[config.mk]
export PLATFORM = sky130hd
export DESIGN_NAME = dmem_arbiter
export DESIGN_NICKNAME = d
export VERILOG_FILES = /design/src/rtl/mips_arb_pkg.sv /design/src/rtl/arb_sat_counter.sv /design/src/rtl/dmem_arbiter.sv
export SDC_FILE = /design/constraint.sdc
export NUM_CORES = 1
export LEC_CHECK = 0
export CORE_AREA = 2 2 118 120
export DETAILED_ROUTE_END_ITERATION = 12
export DIE_AREA = 0 0 120 122
export PLACE_DENSITY = 0.66
export SLEW_MARGIN = 10
export SYNTH_ARGS = -nofsm -noshare
export SYNTH_HDL_FRONTEND = slang
export SYNTH_SLANG_ARGS = --single-unit
[constraint.sdc]
create_clock -name clk -period 2 [get_ports clk]
set_input_delay 0.4 -clock clk [delete_from_list [all_inputs] [get_ports clk]]
set_output_delay 0.4 -clock clk [all_outputs]
set_load 0.03 [all_outputs]
[src/rtl/mips_arb_pkg.sv]
// mips_arb_pkg: shared arbiter state encoding and default policy constants
package mips_arb_pkg;
  typedef enum logic {CPU_PRI, DMA_PRI} arbState_e;
  localparam int DEF_STARVE_LIMIT = 4;
  localparam int DEF_MAX_BURST = 8;
endpackage

[src/rtl/arb_sat_counter.sv]
// arb_sat_counter: saturating up-counter with synchronous clear (clear wins)
//   clk, rst_n : clock, async active-low reset
//   inc, clr   : count up (stops at LIMIT) / clear to zero
//   count      : current value, $clog2(LIMIT+1) bits
//   atLimit    : count == LIMIT
module arb_sat_counter #(
  parameter int LIMIT = 4
) (
  input  logic                         clk,
  input  logic                         rst_n,
  input  logic                         inc,
  input  logic                         clr,
  output logic [$clog2(LIMIT+1)-1:0]   count,
  output logic                         atLimit
);
  localparam int W = $clog2(LIMIT+1);
  assign atLimit = count == W'(LIMIT);
  always_ff @(posedge clk or negedge rst_n)
    if (!rst_n) count <= '0;
    else if (clr) count <= '0;
    else if (inc && !atLimit) count <= count + W'(1);
endmodule

[src/rtl/dmem_arbiter.sv]
// dmem_arbiter: shares the data memory between the MEM stage and a DMA master
//   cpu_*  : MEM-stage request, zero-latency read data, stall to hazard unit
//   dma_*  : DMA request held until dma_gnt, registered read data + one-cycle valid
//   mem_*  : single data-memory port driven by the selected master
//   dma_pri: DMA currently owns priority (anti-starvation burst)
module dmem_arbiter
  import mips_arb_pkg::*;
#(
  parameter int ADDR_W = 32,
  parameter int DATA_W = 32,
  parameter int STARVE_LIMIT = DEF_STARVE_LIMIT,
  parameter int MAX_BURST = DEF_MAX_BURST
) (
  input  logic              clk,
  input  logic              rst_n,
  input  logic              cpu_req,
  input  logic              cpu_we,
  input  logic [ADDR_W-1:0] cpu_addr,
  input  logic [DATA_W-1:0] cpu_wdata,
  output logic [DATA_W-1:0] cpu_rdata,
  output logic              cpu_stall,
  input  logic              dma_req,
  input  logic              dma_we,
  input  logic [ADDR_W-1:0] dma_addr,
  input  logic [DATA_W-1:0] dma_wdata,
  output logic              dma_gnt,
  output logic [DATA_W-1:0] dma_rdata,
  output logic              dma_rvalid,
  output logic              mem_we,
  output logic [ADDR_W-1:0] mem_addr,
  output logic [DATA_W-1:0] mem_wdata,
  input  logic [DATA_W-1:0] mem_rdata,
  output logic              dma_pri
);
  localparam int SW = $clog2(STARVE_LIMIT+1);
  localparam int BW = $clog2(MAX_BURST+1);
  arbState_e state, stateNext;
  logic [SW-1:0] starveCnt;
  logic [BW-1:0] burstCnt;
  logic starveFull, burstFull, dmaPri, dmaSel, blocked, toDma, toCpu;
  // rst_n gates the select so nothing is granted or written while reset is held
  always_comb begin
    dmaPri = state == DMA_PRI;
    dmaSel = rst_n && (dmaPri ? dma_req : dma_req && !cpu_req);
    blocked = !dmaPri && dma_req && cpu_req;
    toDma = blocked && (starveCnt == SW'(STARVE_LIMIT-1) || starveFull);
    toCpu = dmaPri && (!dma_req || (dmaSel && (burstCnt == BW'(MAX_BURST-1) || burstFull)));
    stateNext = toDma ? DMA_PRI : toCpu ? CPU_PRI : state;
  end
  assign dma_gnt = dmaSel;
  assign dma_pri = dmaPri;
  assign cpu_stall = rst_n && dmaPri && dma_req && cpu_req;
  assign mem_we = rst_n && (dmaSel ? dma_we : cpu_req && cpu_we);
  assign mem_addr = dmaSel ? dma_addr : cpu_addr;
  assign mem_wdata = dmaSel ? dma_wdata : cpu_wdata;
  assign cpu_rdata = mem_rdata;
  arb_sat_counter #(.LIMIT(STARVE_LIMIT)) starveCounter (
    .clk(clk), .rst_n(rst_n), .inc(blocked), .clr(dmaPri || dmaSel || !dma_req),
    .count(starveCnt), .atLimit(starveFull)
  );
  arb_sat_counter #(.LIMIT(MAX_BURST)) burstCounter (
    .clk(clk), .rst_n(rst_n), .inc(dmaPri && dmaSel), .clr(!dmaPri || toCpu),
    .count(burstCnt), .atLimit(burstFull)
  );
  always_ff @(posedge clk or negedge rst_n)
    if (!rst_n) begin
      state <= CPU_PRI;
      dma_rvalid <= 1'b0;
      dma_rdata <= '0;
    end else begin
      state <= stateNext;
      dma_rvalid <= dmaSel && !dma_we;
      if (dmaSel && !dma_we) dma_rdata <= mem_rdata;
    end
endmodule

==> impl_results.md <==
- Unique masters post-synth: 33
- Worst slew pin tran: 373 ps
- Vias in the first global route: 3316
- Metal3 WL: 1060 µm
- Crit path DAT: 1900 ps
- WP data required: 1600 ps
- Vias/cell: 4.27
- Critical-path maximum fanout: 5
- Leakage power: 2.96 nW
- CTS tree: yes
- Commonest non-fill, non-tap cell in the layout: clkdlybuf4s50_1
- Clk_lat worst skew: 280 ps
- Nets@finish: 715
- Ys async rst share: 100%
- Die Area: 0.0146 mm²
- Syn Inst Count: 235
- Final setup fails: 65
- Largest net degree at the start of global routing: 50
- Clock slew at reported path FFs: 70 ps
- Residual DRC: 0
- # H-tree levels: 2
- Final Cell Area: 0.00679 mm²
- Global Route Usage Sum: 16.7%
- Setup slack after layout: -301 ps
- FF/Latch Area: 0.00103 mm²
- Top Metal Used: met4
- Top Ports: 299
- Fin Setup TNS: -14860 ps
- Final Cycle Share: 115%
- Vias post-DR: 3097
- Wire length on met2: 7240 µm
- Comb pwr share: 50.7%
- Grt ovf: 0
- Syn-to-layout area delta: 142%
- Core area: 0.0135 mm²
- Worst slew margin: 75.1%
- Commonest cells after routing, fill and taps aside: clkdlybuf4s50_1, buf_6, mux2_4
- Post-Route WL: 13600 µm
- Initial antenna violation count: 0
- Share of cells above drive strength 1: 38.6%
- First-pass GRT wire length: 18900 µm
- EDFF count, synth: 0
- Max-cap violations: 0
- CP endpoint kind: output port
- Sw Ratio: 34.0%
- DRT antenna net count: 0
- RSZ-0062 raised after global routing: true
- Mapped cell area: 0.00281 mm²
- Area occupied by multi-input gates: 0.00168 mm²
- #FFs+latches synth: 41
- Fillcell total: 1187
- TritonCTS Buffers: 5
- WL met1: 5080 µm
- Fmax: 0.435 GHz
- Post-synthesis sequential area ratio: 36.6%
- Site Rows: 43
- DR pass1 iterations: 4
- CP Launch Type: register
- Gpl congestion: 0.741
- Mean Syn Cell Area: 11.9 µm²
- Die Width: 120 µm
- Clk_skew: 10.5 ps
- Initial core utilization: 20.8%
- Sequential power share: 26.2%
- Clock sink total: 41
- Min Tclk post-route: 2300 ps
- Clock network power share: 23.0%
- DP Wirelength: 9600 µm
- Peak VDD IR: 472 µV
- Clk buf depth: 2
- Main synth FF type: dfrtp_1
- Initial DRC Count: 74
- WS Path Type: reg2out
- Root buf cell: clkbuf_16
- Internal Power: 2.64 mW
- Dpl cell area: 0.00576 mm²
- Hold/Removal Path Class: in2async
- DIE HEIGHT: 122 µm
- WL per Instance: 18.7 µm
- Syn_nets: 405
- Status: complete, but fails checks
- PwrDens: 589 mW/mm²
- Switching pwr: 1.36 mW
- Port buffer count: 298
- Synth warn: 0
- Fin. max-slew vios: 0
- Failing checks: setup timing
- Final Hold Vio Count: 0
- # diodes: 0
flip-flops by register name (all words and copies together) (netlist names):
| name | flops |
|---|---|
| dma_rdata | 32 |
| starveCounter.count | 3 |
| dma_rvalid | 1 |
| dma_pri | 1 |
| burstCounter.count | 4 |
layer usage:
layer,track usage (%),up-vias
li1,-,1425
met1,19.1,1510
met2,31.4,152
met3,4.54,10
met4,2.72,0
met5,0,-
synthesized netlist by cell type (all sizes together) (2+ instances only):
library cell / instances / share of area [%]
a211oi: 2 / 0.54
a21boi: 2 / 0.54
a21oi: 3 / 0.54
and3: 4 / 0.89
buf: 42 / 12
clkbuf: 2 / 0.31
dfrtp: 41 / 37
ha: 4 / 1.8
inv: 4 / 0.54
mux2: 97 / 39
mux2i: 2 / 0.71
nand2: 5 / 0.67
nand3: 4 / 0.71
nand3b: 2 / 0.54
nand4: 2 / 0.45
nor2: 3 / 0.49
nor3: 3 / 0.94
o21ai: 4 / 0.71
per-stage QoR:
step / instances / power, mW / hold slack, ps / util (%) / worst slack, ps
after floorplan: 235 / 1.95 / 104 / - / -6.07
after global placement: 683 / 2.87 / 467 / 42.6 / -828
after detailed placement: 683 / 2.88 / 476 / 42.6 / -863
after CTS: 719 / 4.01 / 207 / 49.4 / -416
after global routing: 726 / 4.17 / 241 / 50.3 / -344
final: 726 / 4.00 / 202 / 50.3 / -301
cell type report:
cell class | count | area share (%)
timing repair buffer | 347 | 54.1
clock buffer | 5 | 1.84
clock inverter | 3 | 0.682
tap | 180 | 3.32
inverter | 4 | 0.221
sequential | 41 | 15.1
multi-input combinational | 146 | 24.7
worst paths after layout:
path	cells after the start	to	start	slack, ps
min	2	dma_rdata[20]	rst_n	200
min in group clk	1	dma_rdata[27]	dma_rdata[27]	490
max reg2reg	6	dma_rdata[16]	dma_pri	300
max	8	mem_addr[14]	dma_pri	-300
min reg2reg	1	dma_rdata[27]	dma_rdata[27]	490
max in group asynchronous	2	dma_pri	rst_n	1490
power groups by stage:
stage / Clock [mW] / Sequential (mW) / Combinational, mW
after CTS: 0.950 / 1.05 / 2.01
after floorplan: 0 / 1.36 / 0.595
after global routing: 0.986 / 1.07 / 2.11
after detailed placement: 0 / 1.06 / 1.81
final: 0.922 / 1.05 / 2.03
after global placement: 0 / 1.06 / 1.81
kinds of logic (layout without fill, tap and decap cells):
| family | Yosys count | count (layout) | synth area share (%) |
|---|---|---|---|
| adders and majority gates | 4 | 4 | 1.78 |
| AOI/OAI and AO/OA | 13 | 13 | 2.85 |
| muxes | 99 | 99 | 39.7 |
| DFF | 41 | 41 | 36.6 |
| buffers and inverters | 48 | 359 | 12.6 |
| xor gates and xnor gates | 1 | 1 | 0.312 |
| and+or+nand+nor | 29 | 29 | 6.25 |
critical path, cell delays in order, from the launching register on:
cell     delay (ps)
dfrtp_2         390
and2b_2         240
nor2_4           40
buf_4           130
buf_12          120
buf_8           130
buf_6           120
mux2_4          310
buf_6           140
repair_timing:
action	in CTS	in global routing
resized for setup	380	27
gates cloned	3	1
setup buffers	25	8
pin swaps	2	1
hold buffers	0	0
setup endpoints to repair	67	69
(Power assumes the default switching activity.)
